## src/rtl/gf2_mul_share_arb_if.sv

```systemverilog
// Handshake bundle tying requesters, the response consumer and the shared
// GF(2^2) multiply cell to the sharing arbiter.
interface gf2_mul_share_arb_if #(
   parameter int NREQ = 4
);
   localparam int IDW = $clog2(NREQ);

   logic [NREQ-1:0]   req_valid;
   logic [NREQ-1:0]   req_ready;
   logic [3*NREQ-1:0] req_a;
   logic [3*NREQ-1:0] req_b;
   logic              rsp_valid;
   logic              rsp_ready;
   logic [1:0]        rsp_q;
   logic [IDW-1:0]    rsp_id;
   logic [2:0]        mul_a;
   logic [2:0]        mul_b;
   logic [1:0]        mul_q;

   modport master (
      output req_valid, req_a, req_b, rsp_ready, mul_q,
      input  req_ready, rsp_valid, rsp_q, rsp_id, mul_a, mul_b
   );

   modport slave (
      input  req_valid, req_a, req_b, rsp_ready, mul_q,
      output req_ready, rsp_valid, rsp_q, rsp_id, mul_a, mul_b
   );
endinterface

```

## src/rtl/gf2_mul_share_arb.sv

```systemverilog
// Round-robin sequencer sharing one GF(2^2) multiply-and-scale cell; the cell
// only sees operands during its single evaluation cycle and zeros otherwise.
module gf2_mul_share_arb #(
   parameter int NREQ       = 4,
   parameter int GAP_CYCLES = 0
) (
   input  logic                 clk,
   input  logic                 rst_n,
   gf2_mul_share_arb_if.slave   bus
);
   localparam int IDW = $clog2(NREQ);
   localparam int CW  = IDW + 1;
   localparam logic [3:0] GAP_LOAD = (GAP_CYCLES > 0) ? 4'(GAP_CYCLES - 1) : 4'd0;

   typedef enum logic [1:0] {IDLE, EVAL, RESP, GAP} state_t;

   state_t          state_q, state_d;
   logic [IDW-1:0]  rr_ptr_q, rr_ptr_d;
   logic [IDW-1:0]  id_q, id_d;
   logic [2:0]      op_a_q, op_a_d;
   logic [2:0]      op_b_q, op_b_d;
   logic [1:0]      rsp_data_q, rsp_data_d;
   logic [3:0]      gap_cnt_q, gap_cnt_d;

   logic            grant_found;
   logic [IDW-1:0]  grant_idx;
   logic [CW-1:0]   cand;
   logic [2:0]      sel_a, sel_b;
   logic [NREQ-1:0] ready_vec;

   // First valid requester at or after rr_ptr, wrapping modulo NREQ.
   always_comb begin
      grant_found = 1'b0;
      grant_idx   = '0;
      cand        = '0;
      for (int k = 0; k < NREQ; k++) begin
         cand = {1'b0, rr_ptr_q} + CW'(k);
         if (cand >= CW'(NREQ)) begin
            cand = cand - CW'(NREQ);
         end
         if (!grant_found && bus.req_valid[cand[IDW-1:0]]) begin
            grant_found = 1'b1;
            grant_idx   = cand[IDW-1:0];
         end
      end
   end

   always_comb begin
      sel_a     = '0;
      sel_b     = '0;
      ready_vec = '0;
      for (int i = 0; i < NREQ; i++) begin
         if (grant_idx == IDW'(i)) begin
            sel_a = 3'(bus.req_a >> (3 * i));
            sel_b = 3'(bus.req_b >> (3 * i));
            ready_vec[i] = rst_n && (state_q == IDLE) && grant_found;
         end
      end
   end

   always_comb begin
      state_d    = state_q;
      rr_ptr_d   = rr_ptr_q;
      id_d       = id_q;
      op_a_d     = op_a_q;
      op_b_d     = op_b_q;
      rsp_data_d = rsp_data_q;
      gap_cnt_d  = gap_cnt_q;
      case (state_q)
         IDLE: begin
            if (grant_found) begin
               op_a_d   = sel_a;
               op_b_d   = sel_b;
               id_d     = grant_idx;
               rr_ptr_d = (grant_idx == IDW'(NREQ - 1)) ? '0 : grant_idx + IDW'(1);
               state_d  = EVAL;
            end
         end
         // Operands are wiped as the product is captured so the cell idles at zero.
         EVAL: begin
            rsp_data_d = bus.mul_q;
            op_a_d     = '0;
            op_b_d     = '0;
            state_d    = RESP;
         end
         RESP: begin
            if (bus.rsp_ready) begin
               rsp_data_d = '0;
               if (GAP_CYCLES == 0) begin
                  state_d = IDLE;
               end else begin
                  gap_cnt_d = GAP_LOAD;
                  state_d   = GAP;
               end
            end
         end
         GAP: begin
            if (gap_cnt_q == 4'd0) begin
               state_d = IDLE;
            end else begin
               gap_cnt_d = gap_cnt_q - 4'd1;
            end
         end
         default: state_d = IDLE;
      endcase
   end

   always_ff @(posedge clk) begin
      if (!rst_n) begin
         state_q    <= IDLE;
         rr_ptr_q   <= '0;
         id_q       <= '0;
         op_a_q     <= '0;
         op_b_q     <= '0;
         rsp_data_q <= '0;
         gap_cnt_q  <= '0;
      end else begin
         state_q    <= state_d;
         rr_ptr_q   <= rr_ptr_d;
         id_q       <= id_d;
         op_a_q     <= op_a_d;
         op_b_q     <= op_b_d;
         rsp_data_q <= rsp_data_d;
         gap_cnt_q  <= gap_cnt_d;
      end
   end

   // Operand registers are nonzero only during EVAL, so they drive the cell directly.
   assign bus.req_ready = ready_vec;
   assign bus.rsp_valid = (state_q == RESP);
   assign bus.rsp_q     = rsp_data_q;
   assign bus.rsp_id    = id_q;
   assign bus.mul_a     = op_a_q;
   assign bus.mul_b     = op_b_q;
endmodule
```

## src/flat_wrapper.sv

```systemverilog
// flat-port wrapper written by rule: the top's interface ports become plain ports
module gf2_mul_share_arb_flat 
#(
   parameter int NREQ       = 4,
   parameter int GAP_CYCLES = 0
)
  (clk, rst_n, bus_req_valid, bus_req_a, bus_req_b, bus_rsp_ready, bus_mul_q, bus_req_ready, bus_rsp_valid, bus_rsp_q, bus_rsp_id, bus_mul_a, bus_mul_b);
  gf2_mul_share_arb_if #(.NREQ(NREQ)) bus_i ();
  input  logic clk;
  input  logic rst_n;
  input wire logic [$bits(bus_i.req_valid)-1:0] bus_req_valid;
  input wire logic [$bits(bus_i.req_a)-1:0] bus_req_a;
  input wire logic [$bits(bus_i.req_b)-1:0] bus_req_b;
  input wire logic [$bits(bus_i.rsp_ready)-1:0] bus_rsp_ready;
  input wire logic [$bits(bus_i.mul_q)-1:0] bus_mul_q;
  output wire logic [$bits(bus_i.req_ready)-1:0] bus_req_ready;
  output wire logic [$bits(bus_i.rsp_valid)-1:0] bus_rsp_valid;
  output wire logic [$bits(bus_i.rsp_q)-1:0] bus_rsp_q;
  output wire logic [$bits(bus_i.rsp_id)-1:0] bus_rsp_id;
  output wire logic [$bits(bus_i.mul_a)-1:0] bus_mul_a;
  output wire logic [$bits(bus_i.mul_b)-1:0] bus_mul_b;
  assign bus_i.req_valid = bus_req_valid;
  assign bus_i.req_a = bus_req_a;
  assign bus_i.req_b = bus_req_b;
  assign bus_i.rsp_ready = bus_rsp_ready;
  assign bus_i.mul_q = bus_mul_q;
  assign bus_req_ready = bus_i.req_ready;
  assign bus_rsp_valid = bus_i.rsp_valid;
  assign bus_rsp_q = bus_i.rsp_q;
  assign bus_rsp_id = bus_i.rsp_id;
  assign bus_mul_a = bus_i.mul_a;
  assign bus_mul_b = bus_i.mul_b;
  gf2_mul_share_arb #(.NREQ(NREQ), .GAP_CYCLES(GAP_CYCLES)) u_core (.clk(clk), .rst_n(rst_n), .bus(bus_i));
endmodule
```

## config.mk

```make
export PLATFORM = sky130hd
export DESIGN_NAME = gf2_mul_share_arb_flat
export DESIGN_NICKNAME = d
export VERILOG_FILES = /design/src/rtl/gf2_mul_share_arb_if.sv /design/src/rtl/gf2_mul_share_arb.sv /design/src/flat_wrapper.sv
export SDC_FILE = /design/constraint.sdc
export NUM_CORES = 1
export LEC_CHECK = 0
export ABC_CLOCK_PERIOD_IN_PS = 2690
export BUFFER_PORTS_ARGS = -buffer_cell sky130_fd_sc_hd__buf_2
export CAP_MARGIN = 20
export CORE_MARGIN = 4
export CORE_UTILIZATION = 47
export CTS_CLUSTER_SIZE = 8
export DETAILED_ROUTE_END_ITERATION = 10
export HOLD_SLACK_MARGIN = 0.12
export PLACE_DENSITY = 0.83
export SYNTH_ARGS = -nofsm -noshare
export SYNTH_HDL_FRONTEND = slang
export SYNTH_SLANG_ARGS = --single-unit
```

## constraint.sdc

```tcl
create_clock -name clk -period 2.69 [get_ports clk]
set_clock_uncertainty 0.1 [all_clocks]
set_input_delay 0.269 -clock clk [delete_from_list [all_inputs] [get_ports clk]]
set_output_delay 0.269 -clock clk [all_outputs]
set_load 0.01 [all_outputs]
```

==> results by stage, run 1 <==
Timing:
- The portion of the clock cycle consumed by the worst path in the final layout is 91.1%.
- The final critical path time including I/O delays and setup is about 2.5 ns.
- The number of slew-limit violations in the final report came to 0.
- Setup repair after global routing left no endpoint under its margin.
- The number of hold-slack violations in the final timing report is 0.
- The highest achievable clock rate is a little over 0.4 GHz.
- The remaining max-slew budget at the tightest pin is ~59%.
- The sum of negative setup slack is 0 ns.
- For the pin with the worst max-slew slack, the measured transition is around 0.62 ns.
- Setup violations remaining at the end of the flow were counted as 0.

Worst hold path:
- The tightest min-delay check is of the in -> reg type.

Yosys:
- The biggest area contributor in the post-synthesis netlist is dfxtp_1.
- The commonest cells after synthesis are 30 x nand2_1, 18 x dfxtp_1, 8 x inv_1, 8 x o21ai_0.
- The number of warnings printed during yosys synthesis is 0.
- Synthesis produced a netlist with a net count of between 150 and 200.
- After synthesis, the cell types taking the most area are dfxtp_1 32%, nand2_1 10%, ha_1 5.6%.
- The most common cell in the synthesized netlist is nand2_1.
- Synthesis produced 142 cells.
- The number of flops mapped to enable cells by yosys is 0.
- The area share of the leading cell type in the synthesized netlist is 32.4%.
- The average size of a mapped cell is slightly below 8 um2.
- The post-synthesis sequential area ratio is 32.4%.
- The count of distinct cell types in the synthesized netlist is 35.
- Among all flip-flop cells after synthesis, the most frequent one is dfxtp_1.
- The netlist area before placement is around 1100 um2.
- For this run, asynchronously set or reset flops after synthesis account for 0%.
- After synthesis the netlist holds a flip-flop and latch count of 18.

Die:
- The floorplan die width is roughly 57 um.
- In this run the core area contains 17 standard-cell rows.
- 48 I/O pins were placed.
- In this run the vertical extent of the chip is 56.7 um.
- In this run the standard cell core region covers approximately 2200 um2.
- The starting density of the core is around half.
- The die area is about 3200 um2.

Final layout:
- The fill cell total of the finished layout is about 200.
- Cells fill between 60 and 70% of the core in the end.
- Cells with a size suffix above 1 make up between 30% and 40% of the layout.
- After the last flow step, the layout net total stands at between 200 and 250.
- The repair_antennas step left the layout with diodes totalling 0.
- Compared with the post-synthesis result, the final layout area differs by 23.1%.

CTS:
- The number of buffers inserted to repair setup after CTS is 0.
- The number of CTS-inserted buffers is 3.
- After clock tree synthesis, the repair step resized 0 gates.
- The clock latency reported for the late side of the worst-skew pair is approximately 0.28 ns.
- The clock transition at the registers of the reported paths is approximately 0.090 ns.
- The cell at the root of the clock tree is clkbuf_4.
- The clock drives 18 sinks.
- The CTS tree is done.
- The maximum level of the CTS H-tree is 1.
- For this design, the CTS-stage hold fixing added 0 buffers.
- Counting along the longest clock path gives a buffer depth of 2.

Setup path:
- The critical path contains buffers and inverters numbering 2 combined.
- At the worst endpoint, the required time is 2.32 ns.
- The master of the slowest instance on the critical path is dfxtp_1.
- The critical path arrival is 2.08 ns.
- The critical path capture point type is an output pin.
- The gate family responsible for the most delay along the worst path is flip-flops.
- Along the worst path, the maximum fanout reaches 7.
- By startpoint and endpoint, the worst setup path is classified as reg -> out.
- Traced cell by cell, the critical path runs through o22ai_1 > o21a_1 > nor3_1 > ha_1 > inv_1 > nor2_1 > buf_2.
- In this design, the stage delay of the slowest critical-path cell is ~0.45 ns.
- STA classifies the critical path startpoint as a flip-flop.

Pwr:
- For this design the total switching power over the nets is 298 uW.
- The portion of total power attributed to the clock network is 15.8%.
- The worst-case vdd ir drop is between 0.3 and 0.4 mV.
- The proportion of power drawn by flip-flops and latches is between 40% and 50%.
- The internal power is 506 uW.
- The fraction of power spent switching nets is a little under two fifths.
- The power density over the cells is ~590 nW/um2.
- The share of power burned in combinational logic is 41.8%.
- The analysis attributes to cell leakage a power of ~0.00066 uW.

Drt:
- The DRC violation total after the first TritonRoute iteration is 27.
- The average vias per placed instance is roughly 5.4.
- The post-detailed-route DRC marker count is 0.
- The via count is 1,156.
- The detail route stage leaves a number of antenna-violating nets equal to 0.
- The routed length per instance is 12.6 um.
- The final layout contains routed wiring with a total length of 2680 um.
- Before antenna repair, the detailed router went through 4 iterations.

Placement:
- Routability-driven placement finished with a final weighted congestion of roughly 0.91.
- The HPWL reported at the end of detailed placement is around 2100 um.
- The number of I/O port buffers is 47.

GRT:
- The total overflow left after global routing is 0.
- Global routing used 17.2% of the available tracks.
- The maximum number of pins on one net before global-route repair is 32.
- The first global-routing pass estimated approximately 4600 um of wire.
- The via count of the first global-routing pass is 1,133.
- The number of antenna violations at the first check in global routing is 0.

Outcome:
- The flow ran to the end, and the final reports show no timing, DRC or antenna violations.

Flow run:
- The max-cap violation count is 0.
==> state kept, by name, indices dropped and copies added (netlist names) <==
| name | cells |
|---|---|
| u_core.bus.rsp_q | 2 |
| u_core.bus.mul_a | 3 |
| u_core.bus.mul_b | 3 |
| u_core.bus.rsp_id | 2 |
| u_core.gap_cnt_q | 4 |
| u_core.rr_ptr_q | 2 |
| u_core.state_q | 2 |
==> metrics by stage <==
stage          power (uW)  std cells  worst slack [ns]  hold WS [ns]  cell area, um2
5_1_grt               871        213            0.0781         0.238            1370
2_1_floorplan         580        142             0.719         0.320            1110
6_report              804        213             0.239         0.233            1370
3_5_place_dp          682        210             0.473         0.354            1350
3_3_place_gp          670        210             0.520         0.355            1350
4_1_cts               809        213             0.194         0.229            1370
==> logic make-up after synthesis <==
| kind of cell | count (synthesis) | synth area share [%] |
|---|---|---|
| AO/OA/AOI/OAI | 37 | 24.0 |
| XOR/XNOR | 1 | 0.787 |
| adder cells (fa/ha/maj) | 5 | 5.62 |
| buffers and inverters | 15 | 6.07 |
| flip-flops | 18 | 32.4 |
| multiplexers | 2 | 1.80 |
| AND/OR/NAND/NOR | 64 | 29.3 |
==> final timing paths <==
kind	start	slack, ns	depth (start not counted)	to
max reg2reg	u_core.rr_ptr_q[0]$_SDFFE_PN0P_	0.48	8	u_core.bus.mul_b[2]$_SDFFE_PN0P_
min	bus_req_b[10]	0.23	5	u_core.bus.mul_b[1]$_SDFFE_PN0P_
min reg2reg	u_core.bus.mul_b[1]$_SDFFE_PN0P_	0.36	2	u_core.bus.mul_b[1]$_SDFFE_PN0P_
max	u_core.rr_ptr_q[0]$_SDFFE_PN0P_	0.24	7	bus_req_ready[3]
==> worst min-delay path, delay by kind of cell <==
kind / cells / cell delay [ns]
AOI/OAI and AO/OA: 1 / 0.06
buffers and inverters: 1 / 0.08
and+or+nand+nor: 3 / 0.19
==> area by class of cell <==
type | instances | area, um2 | area share (%)
Sequential cell | 18 | 360 | 26.3
Tap cell | 28 | 35.0 | 2.55
Multi-Input combinational cell | 109 | 688 | 50.2
Timing Repair Buffer | 47 | 235 | 17.2
Inverter | 8 | 30.0 | 2.19
Clock buffer | 3 | 22.5 | 1.64
==> cells in the final DEF (no fill, tap or decap) <==
| cell type | Yosys | final |
|---|---|---|
| nor4_4 | 1 | 1 |
| o221a_1 | 1 | 1 |
| buf_2 | 3 | 47 |
| nand4_1 | 1 | 1 |
| nor3_4 | 1 | 1 |
| o211ai_1 | 6 | 6 |
| dfxtp_1 | 18 | 18 |
| a21o_1 | 1 | 1 |
| o22ai_1 | 4 | 4 |
| inv_1 | 8 | 8 |
| o21a_1 | 2 | 2 |
| and2_1 | 2 | 2 |
| o211a_1 | 1 | 1 |
| nand2b_1 | 4 | 4 |
| o221ai_1 | 7 | 7 |
| nor2b_1 | 4 | 4 |
| o21ai_0 | 8 | 8 |
| or3_1 | 1 | 1 |
| ha_1 | 5 | 4 |
| a21oi_2 | 1 | 1 |
| nand4b_1 | 1 | 1 |
| xnor2_1 | 1 | 1 |
| and3_1 | 4 | 4 |
| ha_2 | 0 | 1 |
| a21oi_1 | 2 | 2 |
| nor2_1 | 6 | 6 |
| o221a_2 | 1 | 1 |
| mux2i_1 | 2 | 2 |
| a31oi_1 | 1 | 1 |
| nand3_1 | 7 | 7 |
| a21boi_0 | 1 | 1 |
| clkbuf_4 | 0 | 3 |
| nand2_1 | 30 | 30 |
| a21o_2 | 1 | 1 |
| nor3_1 | 2 | 2 |
==> power by group through the flow <==
stage	clock [uW]	combinational [uW]	sequential, uW
6_report	127	336	341
3_3_place_gp	0	325	344
4_1_cts	132	337	340
3_5_place_dp	0	335	347
2_1_floorplan	0	231	349
5_1_grt	144	379	349
==> per-layer routing <==
metal  vias up  track usage (%)  routed length (um)
met5         -                0                   0
met4         0             6.78                  34
met3         4             2.76                 212
met2        46             30.4                1280
met1       511             20.5                1150
li1        595                -                   -
Power figures use the tool's default switching activity.
==> run 2: changes to the inputs <==
--- a/config.mk
+++ b/config.mk
@@ -9,11 +9,12 @@
 export BUFFER_PORTS_ARGS = -buffer_cell sky130_fd_sc_hd__buf_2
 export CAP_MARGIN = 20
 export CORE_MARGIN = 4
-export CORE_UTILIZATION = 47
+export CORE_UTILIZATION = 30
 export CTS_CLUSTER_SIZE = 8
 export DETAILED_ROUTE_END_ITERATION = 10
 export HOLD_SLACK_MARGIN = 0.12
-export PLACE_DENSITY = 0.83
+export PLACE_DENSITY = 0.59
+export SETUP_SLACK_MARGIN = 0.4
 export SYNTH_ARGS = -nofsm -noshare
 export SYNTH_HDL_FRONTEND = slang
 export SYNTH_SLANG_ARGS = --single-unit
==> run 2 against run 1 <==
Critical path depth decreased by 1. Critical path type unchanged. Sequential cell count stayed put. Cell area rose by 4.4%. Sequential power rose by 1%. Largest power group unchanged. Cell count up 8.5%. Clock power increased by 45%. Power up 9.1%. Via count down 1.7%. Die area increased by 48%.
==> results by stage, run 2 (synthesized netlist as in run 1, its figures left out) <==
Timing:
- Of the available clock period, the critical path in the final layout requires between 80% and 90%.
- Setup repair after global routing could not meet its margin everywhere.
- The measured slew at the worst slew-check pin is between 0.6 and 0.7 ns.
- The final-layout worst hold slack is approximately 0.28 ns.
- Based on the critical path, the design can be clocked at up to ~0.45 GHz.
- Summed over all failing endpoints, the final setup total negative slack is 0 ns.
- Setup violations remaining at the end of the flow were counted as 0.
- The worst pin sits at a relative slew slack of a little under three fifths.
- The number of hold-slack violations in the final timing report is 0.
- The worst path needs between 2 and 2.5 ns of the cycle, external delays included.
- The number of slew-limit violations in the final report was 0.

Final layout:
- The repair_antennas step left the layout with diodes totalling 0.
- The number of flip-flops under the largest register name is 4.
- The final layout contains between 200 and 250 nets.
- The library cell used most frequently in the layout, excluding fill and tap cells, is buf_2.
- u_core.gap_cnt_q holds more flip-flops than any other register.
- Of the cells placed in the final design, the portion with a size suffix greater than 1 is around 33%.
- Measured on the finished design, the core utilization comes to just over 40%.
- Excluding fillers, the count of instances in the completed layout stands at 231.
- The library cells used most frequently in the layout, excluding fill and tap cells, are 47 x buf_2, 30 x nand2_1, 16 x dfxtp_1.
- The layout overhead on the synthesized area is 28.5%.

Setup path:
- Counting both buffers and inverters, the worst setup path holds a total of 1.
- The required time of the worst setup path is roughly 2.3 ns.
- In this design, the stage delay of the slowest critical-path cell is 0.38 ns.
- The master of the slowest instance on the critical path is dfxtp_4.
- The start-to-end type of the worst setup path is reg -> out.
- The signal on the critical path passes through o22ai_1 > o21a_1 > or3_1 > ha_1 > and3_1 > buf_2.
- The critical path arrival is about 1.8 ns.
- The highest net fanout along the worst path is 7.
- In this design, the largest share of critical-path delay is due to simple AND/OR/NAND/NOR gates.
- For flop-to-flop paths, the worst setup slack is approximately 0.52 ns.
- The worst setup path is launched from a flip-flop.
- The critical path capture point type is an output pin.

Die:
- The floorplan has 21 rows.
- The die is around 70 um tall.
- The floorplan step set the die width to between 60 and 70 um.
- The I/O pin count is 48.
- The starting density of the core is roughly a third.
- The die covers about 4800 um2.
- The area of the placeable core is between 3000 and 4000 um2.

CTS:
- The largest buffer count on any clock path is 2.
- In this run, post-CTS hold repair placed 0 buffers.
- The maximum level of the CTS H-tree is 1.
- The tree is rooted in a clkbuf_8.
- At the later pin of the worst-skew pair, clock insertion delay measures approximately 0.25 ns.
- The number of gates resized after CTS was 4.
- After clock tree synthesis, the setup repair step added 0 buffers.
- The clock transition at the registers of the reported paths is 0.07 ns.
- TritonCTS built the clock tree.
- The number of clock buffers added by TritonCTS is 3.
- The number of sinks driven by the clock tree is 18.

Placement:
- Counting tap cells, the placed design contains a total of around 230 instances.
- At the end of routability-driven placement, the weighted congestion stood at around 0.74.
- The count of buffers added on input and output ports is 47.
- The HPWL reported at the end of detailed placement is around 2300 um.

Pwr:
- The worst-case vdd ir drop is between 0.2 and 0.3 mV.
- The leakage component of the power is between 0.0006 and 0.0007 uW.
- The power density over the cells is between 600 and 700 nW/um2.

Drt:
- After the first detailed-routing iteration, the DRC count stood at 76.
- Summing over every cut layer, the via total after detailed routing is between 1,000 and 1,500.
- Once detail routing completed, the nets flagged for antenna violations numbered 0.
- The number of iterations in the first detailed-routing pass is 4.
- The average vias per placed instance is about 5.
- The post-detailed-route DRC marker count is 0.
- The total wirelength of the detailed-routed design is around 3000 um.
- Dividing the detail-routed wire length by the instance count gives between 10 and 15 um.

Outcome:
- The flow ran to the end, and the final reports show no timing, DRC or antenna violations.

Flow run:
- The max-cap violation count is 0.

GRT:
- The maximum number of pins on one net before global-route repair is 32.
- The number of antenna violations at the first check in global routing was 0.
- The via count of the first global-routing pass is 1,062.
- The global-route wire length before repair is between 4000 and 5000 um.
- In the global route stage, overall resource usage came out at 12.9%.
- The total overflow reported by the global router is 0.

Worst hold path:
- The type of the tightest min-delay check is in -> reg.
run 2: cell counts in the layout (fill, tap and decap cells not counted):
Identical to the previous run, type by type.
run 2: worst reg2reg max path: stages (launching register included):
cell      delay (ns)
dfxtp_4         0.38
o22ai_1         0.10
o21a_1          0.22
or3_1           0.37
ha_1            0.24
nor2_1          0.30
o211ai_1        0.18
nand2_1         0.10
o21ai_0         0.07
run 2: layout make-up:
class                           instances  area (um2)
Inverter                                8        30.0
Multi-Input combinational cell        109         702
Timing Repair Buffer                   47         235
Fill cell                             355        2040
Sequential cell                        18         365
Clock buffer                            3        41.3
Tap cell                               46        57.6
run 2: path summary, 6_finish.rpt:
| check | endpoint | start | depth (start not counted) |
|---|---|---|---|
| min reg2reg | u_core.bus.rsp_id[0]$_SDFFE_PN0P_ | u_core.bus.rsp_id[0]$_SDFFE_PN0P_ | 2 |
| max | bus_req_ready[2] | u_core.rr_ptr_q[0]$_SDFFE_PN0P_ | 6 |
| min | u_core.bus.mul_b[2]$_SDFFE_PN0P_ | bus_req_b[11] | 3 |
| max reg2reg | u_core.bus.mul_b[0]$_SDFFE_PN0P_ | u_core.rr_ptr_q[0]$_SDFFE_PN0P_ | 8 |
run 2: where the power goes:
group	switching (uW)	internal [uW]	leakage [uW]
sequential	36.4	310	0.000149
combinational	195	151	0.000507
clock	85.1	99.3	0.0000216
run 2: routing by layer:
metal,wire length [um],global-route usage (%),up-vias
li1,-,-,593
met1,1340,17.3,497
met2,1360,20.4,42
met3,169,1.78,4
met4,48,5.60,0
met5,0,0,-
run 2: through the flow:
stage	instance area (um2)	power (uW)	setup slack (ns)
2_1_floorplan	1110	580	0.719
3_3_place_gp	1370	681	0.525
3_5_place_dp	1370	688	0.436
4_1_cts	1420	883	0.423
5_1_grt	1430	944	0.374
6_report	1430	877	0.478
